==> src/rtl/dmem_request_queue.sv <==
// -----------------------------------------------------------------------------
// dmem_request_queue
//
// Data-memory request unit sitting between the pipeline memory stage and the
// data cache. Load/store requests are captured on ihit into a DEPTH-entry
// in-order queue. The head entry is presented to the cache as a held
// dREN/dWEN request until dhit, and load data is returned with its tag one
// cycle after the completing dhit.
//
// Optional build macro: DMEM_REQ_TIMEOUT_EN
//    defined   - a watchdog counts cycles while the head is valid (cleared on
//                every pop) and sets the sticky timeout flag when the count
//                reaches TIMEOUT_CYCLES.
//    undefined - no watchdog logic; timeout is tied low.
//
// Ports
//    CLK, RST          clock, synchronous active-high reset
//    ihit              instruction hit, qualifies enqueue
//    memtoReg, memWr   load / store request (load wins if both set)
//    addr, wdata, tag  request address, store data, load destination tag
//    flush             squash every queued request except the in-flight head
//    dhit, dload       cache completion and read data for the head request
//    dREN, dWEN        head request is a read / write
//    daddr, dstore     head address / head store data
//    rvalid, rdata,    one-cycle load return pulse, data and tag
//    rtag
//    full, empty,      occupancy status (count == DEPTH, count == 0, count)
//    count
//    timeout           sticky watchdog flag
// -----------------------------------------------------------------------------
module dmem_request_queue #(
   parameter int ADDR_W         = 32,
   parameter int DATA_W         = 32,
   parameter int TAG_W          = 5,
   parameter int DEPTH          = 4,
   parameter int TIMEOUT_CYCLES = 1024
) (
   input  logic                         CLK,
   input  logic                         RST,
   input  logic                         ihit,
   input  logic                         memtoReg,
   input  logic                         memWr,
   input  logic [ADDR_W-1:0]            addr,
   input  logic [DATA_W-1:0]            wdata,
   input  logic [TAG_W-1:0]             tag,
   input  logic                         flush,
   input  logic                         dhit,
   input  logic [DATA_W-1:0]            dload,
   output logic                         dREN,
   output logic                         dWEN,
   output logic [ADDR_W-1:0]            daddr,
   output logic [DATA_W-1:0]            dstore,
   output logic                         rvalid,
   output logic [DATA_W-1:0]            rdata,
   output logic [TAG_W-1:0]             rtag,
   output logic                         full,
   output logic                         empty,
   output logic [$clog2(DEPTH+1)-1:0]   count,
   output logic                         timeout
);

   localparam int PTR_W = $clog2(DEPTH);
   localparam int CNT_W = $clog2(DEPTH+1);

   // Entry storage; only the enqueue path writes it, so it needs no reset.
   logic              op_rd_q [DEPTH];
   logic [ADDR_W-1:0] addr_q  [DEPTH];
   logic [DATA_W-1:0] data_q  [DEPTH];
   logic [TAG_W-1:0]  tag_q   [DEPTH];

   logic [PTR_W-1:0]  rd_ptr_q, rd_ptr_d;
   logic [PTR_W-1:0]  wr_ptr_q, wr_ptr_d;
   logic [CNT_W-1:0]  count_q, count_d;
   logic              squash_q, squash_d;
   logic              rvalid_q, rvalid_d;
   logic [DATA_W-1:0] rdata_q, rdata_d;
   logic [TAG_W-1:0]  rtag_q, rtag_d;

   logic head_valid;
   logic head_rd;
   logic is_full;
   logic enq;
   logic pop;

   assign head_valid = (count_q != '0);
   assign head_rd    = op_rd_q[rd_ptr_q];
   assign is_full    = (count_q == CNT_W'(DEPTH));
   assign enq        = ihit && (memtoReg || memWr) && !is_full && !flush;
   assign pop        = dhit && head_valid;

   always_comb begin
      rd_ptr_d = rd_ptr_q;
      wr_ptr_d = wr_ptr_q;
      count_d  = count_q;
      squash_d = squash_q;
      rvalid_d = 1'b0;
      rdata_d  = rdata_q;
      rtag_d   = rtag_q;

      if (pop) begin
         rd_ptr_d = rd_ptr_q + 1'b1;
         squash_d = 1'b0;
         // A squashed head, or one flushed on its completing cycle, returns nothing.
         if (head_rd && !squash_q && !flush) begin
            rvalid_d = 1'b1;
            rdata_d  = dload;
            rtag_d   = tag_q[rd_ptr_q];
         end
      end

      if (flush) begin
         if (head_valid && !pop) begin
            // The cache transaction cannot be aborted: keep the head alone,
            // mark it squashed so its return is suppressed.
            wr_ptr_d = rd_ptr_q + 1'b1;
            count_d  = CNT_W'(1);
            squash_d = 1'b1;
         end else begin
            // Queue drains completely (also a no-op when already empty).
            wr_ptr_d = rd_ptr_d;
            count_d  = '0;
         end
      end else begin
         if (enq) begin
            wr_ptr_d = wr_ptr_q + 1'b1;
         end
         count_d = count_q + CNT_W'(enq) - CNT_W'(pop);
      end
   end

   always_ff @(posedge CLK) begin
      if (RST) begin
         rd_ptr_q <= '0;
         wr_ptr_q <= '0;
         count_q  <= '0;
         squash_q <= 1'b0;
         rvalid_q <= 1'b0;
         rdata_q  <= '0;
         rtag_q   <= '0;
      end else begin
         rd_ptr_q <= rd_ptr_d;
         wr_ptr_q <= wr_ptr_d;
         count_q  <= count_d;
         squash_q <= squash_d;
         rvalid_q <= rvalid_d;
         rdata_q  <= rdata_d;
         rtag_q   <= rtag_d;
      end
   end

   always_ff @(posedge CLK) begin
      if (!RST && enq) begin
         op_rd_q[wr_ptr_q] <= memtoReg;
         addr_q[wr_ptr_q]  <= addr;
         data_q[wr_ptr_q]  <= wdata;
         tag_q[wr_ptr_q]   <= tag;
      end
   end

   // Head drives the cache straight from storage, so a request enqueued into
   // an empty queue is visible right after its enqueue edge.
   assign dREN   = head_valid && head_rd;
   assign dWEN   = head_valid && !head_rd;
   assign daddr  = head_valid ? addr_q[rd_ptr_q] : '0;
   assign dstore = head_valid ? data_q[rd_ptr_q] : '0;

   assign rvalid = rvalid_q;
   assign rdata  = rdata_q;
   assign rtag   = rtag_q;
   assign full   = is_full;
   assign empty  = !head_valid;
   assign count  = count_q;

`ifdef DMEM_REQ_TIMEOUT_EN
   localparam int WD_W = $clog2(TIMEOUT_CYCLES+1);

   logic [WD_W-1:0] wd_cnt_q, wd_cnt_d;
   logic            timeout_q, timeout_d;

   always_comb begin
      wd_cnt_d = wd_cnt_q;
      if (pop) begin
         wd_cnt_d = '0;
      end else if (head_valid && (wd_cnt_q != WD_W'(TIMEOUT_CYCLES))) begin
         // Saturates at the limit so a stuck head cannot wrap the counter.
         wd_cnt_d = wd_cnt_q + 1'b1;
      end
      timeout_d = timeout_q || (wd_cnt_d == WD_W'(TIMEOUT_CYCLES));
   end

   always_ff @(posedge CLK) begin
      if (RST) begin
         wd_cnt_q  <= '0;
         timeout_q <= 1'b0;
      end else begin
         wd_cnt_q  <= wd_cnt_d;
         timeout_q <= timeout_d;
      end
   end

   assign timeout = timeout_q;
`else
   // Watchdog not built; the limit parameter has no effect in this build.
   assign timeout = (TIMEOUT_CYCLES < 0) ? 1'b1 : 1'b0;
`endif

endmodule
==> config.mk <==
export PLATFORM = sky130hd
export DESIGN_NAME = dmem_request_queue
export DESIGN_NICKNAME = d
export VERILOG_FILES = /design/src/rtl/dmem_request_queue.sv
export SDC_FILE = /design/constraint.sdc
export NUM_CORES = 1
export LEC_CHECK = 0
export CORE_ASPECT_RATIO = 0.5
export CORE_UTILIZATION = 53
export CTS_CLUSTER_SIZE = 25
export DETAILED_ROUTE_END_ITERATION = 8
export GPL_TIMING_DRIVEN = 0
export PLACE_DENSITY_LB_ADDON = 0.3
export SYNTH_ARGS = -nofsm -noshare
export SYNTH_HDL_FRONTEND = slang
export SYNTH_SLANG_ARGS = --single-unit
==> constraint.sdc <==
create_clock -name CLK -period 3.74 [get_ports CLK]
set_clock_uncertainty 0.1 [all_clocks]
set_input_delay 0.374 -clock CLK [delete_from_list [all_inputs] [get_ports CLK]]
set_output_delay 0.374 -clock CLK [all_outputs]
set_load 0.1 [all_outputs]
; ---- After elaboration in Yosys (flattened, before gate mapping)
; Memories as Yosys holds them, arrays and structs flattened. A register that Yosys moved wholly into a read port is not among the register bits.
; Index checks and enable logic that the tools add are counted.
[op_classes]
add_sub_neg = 4
eq_ne = 1
n_mux = 17
bitwise = 1
n_reduce_logical = 22
[ops]
columns = cell, count
row1 = $mux W32, 2
row2 = $mux W2, 7
row3 = $logic_and A1 B1 Y1, 10
row4 = $logic_not A1 Y1, 7
row5 = $mux W1, 7
row6 = $add A2 B1 Y2 const B, 2
row7 = $add A3 B1 Y3, 1
row8 = $eq A3 B3 Y1 const B, 1
row9 = $mux W3, 1
row10 = $reduce_bool A3 Y1, 1
row11 = $sub A3 B1 Y3, 1
row12 = $reduce_and A2 Y1, 1
row13 = $reduce_bool A2 Y1, 1
row14 = $reduce_or A2 Y1, 1
row15 = $logic_or A1 B1 Y1, 1
row16 = $not A1 Y1, 1
[totals]
register_bits = 41
mem_bits_rw = 280
word_cells = 55
n_memories = 4
[memory_table]
columns = name, words, width, rd, rd_ports_with_merged_regs, wr, line_no
row1 = addr_q, 4, 32, 1, 1, 1, 67  ; logic [ADDR_W-1:0] addr_q [DEPTH];
row2 = data_q, 4, 32, 1, 1, 1, 68  ; logic [DATA_W-1:0] data_q [DEPTH];
row3 = tag_q, 4, 5, 1, 1, 1, 69  ; logic [TAG_W-1:0] tag_q [DEPTH];
row4 = op_rd_q, 4, 1, 1, 1, 1, 66  ; logic op_rd_q [DEPTH];

; ---- Logic depth before layout (Yosys ltp)
[depth]
depth_word = 7
mapped_depth = 11
depth_no_buf = 10

; ---- Worst setup path after synthesis
; OpenSTA, ideal clock, no wires.
[synth_timing]
kind = flip-flop to flip-flop
startpoint = register count_q[2], in the netlist count[2]
endpoint = memory addr_q[0][0], enable pin
arrival_time_ns = 4.754
t_required_ns = 3.067
slack_ns = -1.687
stages_incl_launch_ff = 4
n_path_buf = 0
cell_sequence = dfxtp_1 > nor3b_1 > nor3_1 > and2_1
[synth_via]
elab_chain_cells = 7
[synth_lines]
columns = element, line_no
row1 = start: declaration, 73  ; logic [CNT_W-1:0] count_q, count_d;
row2 = start signal: assignment, 143  ; count_q <= count_d;
row3 = $eq A3 B3 Y1, 87  ; assign is_full = (count_q == CNT_W'(DEPTH));
row4 = via full, 56  ; output logic full,
row5 = $logic_not A1 Y1, 88  ; assign enq = ihit && (memtoReg || memWr) && !is_full && !flush;
row6 = $logic_and A1 B1 Y1 (2 in a row), 88
row7 = $logic_and A1 B1 Y1, 152  ; if (!RST && enq) begin
row8 = $mux W1, 152
row9 = $mux W1 (implied by the code), 154  ; addr_q[wr_ptr_q] <= addr;
row10 = end: declaration, 67
; The timed path passes the listed nets, and every way through them passes these cells.

; ---- Worst setup path in the final report
[layout_timing]
startpoint = register count_q[1], in the netlist count[1]
endpoint = output empty
[layout_via]
elab_chain_cells = 2
[layout_lines]
columns = element, line_no
row1 = $reduce_bool A3 Y1, 85  ; assign head_valid = (count_q != '0);
row2 = $logic_not A1 Y1, 171  ; assign empty = !head_valid;
row3 = end: declaration, 57  ; output logic empty,
; No other way between the ends.

==> impl_metrics.yaml <==
final_layout:
  drive_gt1_share_pct: 18.5
  antennaDiodeCount: 0
  nFillCells: 1519
  mostFrequentLayoutCell: "edfxtp_1"
  syn_to_final_growth_pct: 28.6
  design_area_sq_um: 16000
  final_cell_mix: "edfxtp_1 (280), clkdlybuf4s50_1 (148), mux4_2 (70), and2_1 (66), nand2_1 (65)"
  multi_input_area_sq_um: 2880
  nets: 1027
  seq_area_sq_um: 9330
sta:
  slew_headroom_pct: 30.9
  period_share_pct: 95.7
  rsz0062_at_grt: "no"
  layout_setup_ws_ns: 0.160
  tns_ns: 0
  whs_ns: 0.167
  period_minus_slack_ns: 3.58
  worst_pin_slew_ns: 1.04
  max_freq_ghz: 0.279
  hold_viol: 0
  drv_slew: 0
  setup_violations: 0
worst_setup_path:
  cp.arrival_ns: 3.11
  required_ns: 3.27
  cp.depth: 5
  timing.rr.start: "count[1]$_SDFF_PP0_"
  cpPeakStageDelay_ns: 1.15
  cp_slowest_cell: "clkdlybuf4s50_1"
  worst_r2r_endpoint: "count[2]$_SDFF_PP0_"
  r2r_slack_ns: 0.93
  worst-path-buf-inv: 4
  cp-startpoint: "count[1]$_SDFF_PP0_"
  crit_fanout: 10
  crit_chain: "or3_1, buf_2, clkbuf_2, inv_2, clkdlybuf4s50_1"
  critPathTopFamily: "buffers and inverters"
  startpoint_type: "flip-flop"
  timing_worst_setup_path_type: "reg2out"
  cp-end-kind: "output port"
  r2r_cells: 11
  crit_end: "empty"
floorplan:
  rows: 39
  dieWidth_um: 219
  start_util_pct: 54.2
  die_area_sq_um: 24100
  core_area_sq_um: 22900
  io_pins: 218
  die_height_um: 110
logic_synthesis:
  synthSimpleGateAreaFrac_pct: 6.84
  syn_inst: 664
  synth-compound-area-share_pct: 2.02
  yosysSeqAreaShare_pct: 75.0
  ys_types: 33
  synthXorXnorAreaFrac_pct: 0.493
  avgSynthCellArea_sq_um: 18.7
  yosys.area.top_type_share_pct: 67.6
  synth_top_family_by_area: "multiplexers"
  synth_warnings: 0
  yosys.area.top_type: "edfxtp_1"
  netlist_area_sq_um: 12400
  syn_nets: 779
  synthAdderAreaFrac_pct: 0.765
  synthTopCellsByArea: "edfxtp_1 (68%), mux4_2 (13%), dfxtp_1 (7.4%)"
  synth-seq-cells: 326
  muxShareOfSynthArea_pct: 12.8
clocking:
  cts-root-buf: "clkbuf_16"
  cts.clk_slew.worst_paths_ns: 0.07
  htree_levels: 1
  cts_tree: "done"
  cts.path.max_buffers: 3
  clock-sinks: 326
  cts_inserted_buffers: 28
  cts_setup_buffers: 0
  worstSkewPairLatency_ns: 0.54
global_routing:
  grtUsageTotal_pct: 20.9
  grt_antenna_before_repair: 0
  grt_max_degree: 45
  grt_overflow_total: 0
  grt_pass1_vias: 6789
  grt_first_pass_wirelength_um: 37300
power_and_ir_drop:
  p_sw_mw: 2.43
  comb_power_share_pct: 18.7
  p_int_mw: 6.20
  p_total_mw: 8.63
  power_leakage_nw: 5.38
  powerDensity_nw_per_um2: 540
  vdd_drop_max_mv: 0.362
  seqPwrFrac_pct: 46.6
  sw_frac_of_total_pct: 28.2
  power_frac_clock_pct: 34.7
status:
  outcome: "finished, final reports clean"
routing:
  via_count: 6586
  wirelength_um: 25000
  ant_nets: 0
  drtIter0Drc: 325
  viasPerCell: 5.31
  drc: 0
  first_pass_iters: 4
  wl_per_cell_um: 20.2
place:
  place_area_sq_um: 15100
  io_buffers: 214
  post-dp-hpwl_um: 16300
  dp_slack_ns: 0.00351
  routabilityCongestion: 0.795
flow_run:
  drv.max_cap_violation_count: 0
hold_path:
  min_path_type: "in2reg"
routing by layer:
metal	track usage, %	share of wire (%)	vias to the layer above
met5	0	0	-
met4	5.06	1.8	0
met3	4.77	6.0	31
met2	36.4	50	167
met1	27.2	42	3345
li1	-	-	3043
flip-flops by register name (all words and copies together), names as in the netlist, named ones only:
name      cells
addr_q      128
data_q      128
rdata        32
tag_q        20
rtag          5
op_rd_q       4
count         3
rd_ptr_q      2
wr_ptr_q      2
rvalid        1
logic make-up (layout without fill, tap and decap cells):
logic type | count (synthesis) | in the layout
xor gates and xnor gates | 7 | 7
muxes | 72 | 72
other | 1 | 1
adders and majority gates | 7 | 7
AOI/OAI and AO/OA | 42 | 42
DFF | 326 | 326
and+or+nand+nor | 165 | 165
buffers and inverters | 44 | 313
timing repair:
action	CTS	global route
hold buffers	0	0
setup endpoints to repair	66	12
resized for setup	86	2
power by group through the flow:
stage | Combinational, mW | Sequential, mW | Clock, mW
global placement | 1.67 | 4.10 | 0
CTS | 1.63 | 4.02 | 3.05
detailed placement | 1.69 | 4.10 | 0
global route | 1.69 | 4.02 | 3.18
floorplan | 1.13 | 4.18 | 0
finish | 1.61 | 4.02 | 2.99
layout make-up:
cell class              instances  share of cell area, %
repair buffers                218                   13.7
clock buffers                  38                   4.94
flip-flops and latches        326                   58.3
inverters                       5                  0.117
multi-input cells             294                   18.0
well taps                     307                   2.40
clock inverters                13                  0.994
plain buffers                  39                   1.46
Yosys cell counts, drive strengths merged:
master	number
or3	2
dfxtp	46
and4	1
nand2b	1
conb	1
nor3	2
xnor2	4
o22ai	1
mux2i	2
xor2	3
clkbuf	18
or2	1
and2	70
nor3b	1
inv	5
edfxtp	280
buf	21
o21ai	1
a21oi	39
nand2	75
o21a	1
ha	6
fa	1
nand4	1
mux4	70
nand3	1
nor2	10
metrics by stage:
stage | utilization (%) | instances
floorplan | - | 664
global placement | 65.3 | 1185
detailed placement | 65.8 | 1189
CTS | 69.7 | 1240
global route | 69.7 | 1240
finish | 69.7 | 1240
how the worst min path moves through the flow:
stage                        endpoint  slack [ns]  cells after the start                   start
2_1_floorplan  addr_q[0][0]$_DFFE_PP_        0.37                      0                 addr[0]
3_3_place_gp   rdata[26]$_SDFFE_PP0P_        0.34                      2  rdata[26]$_SDFFE_PP0P_
3_5_place_dp   rdata[23]$_SDFFE_PP0P_        0.35                      2  rdata[23]$_SDFFE_PP0P_
4_1_cts        rdata[31]$_SDFFE_PP0P_        0.14                      2                     RST
5_1_grt        rdata[31]$_SDFFE_PP0P_        0.16                      2                     RST
6_report       rdata[31]$_SDFFE_PP0P_        0.17                      2                     RST
No activity file was read; power rests on OpenSTA's default activity.
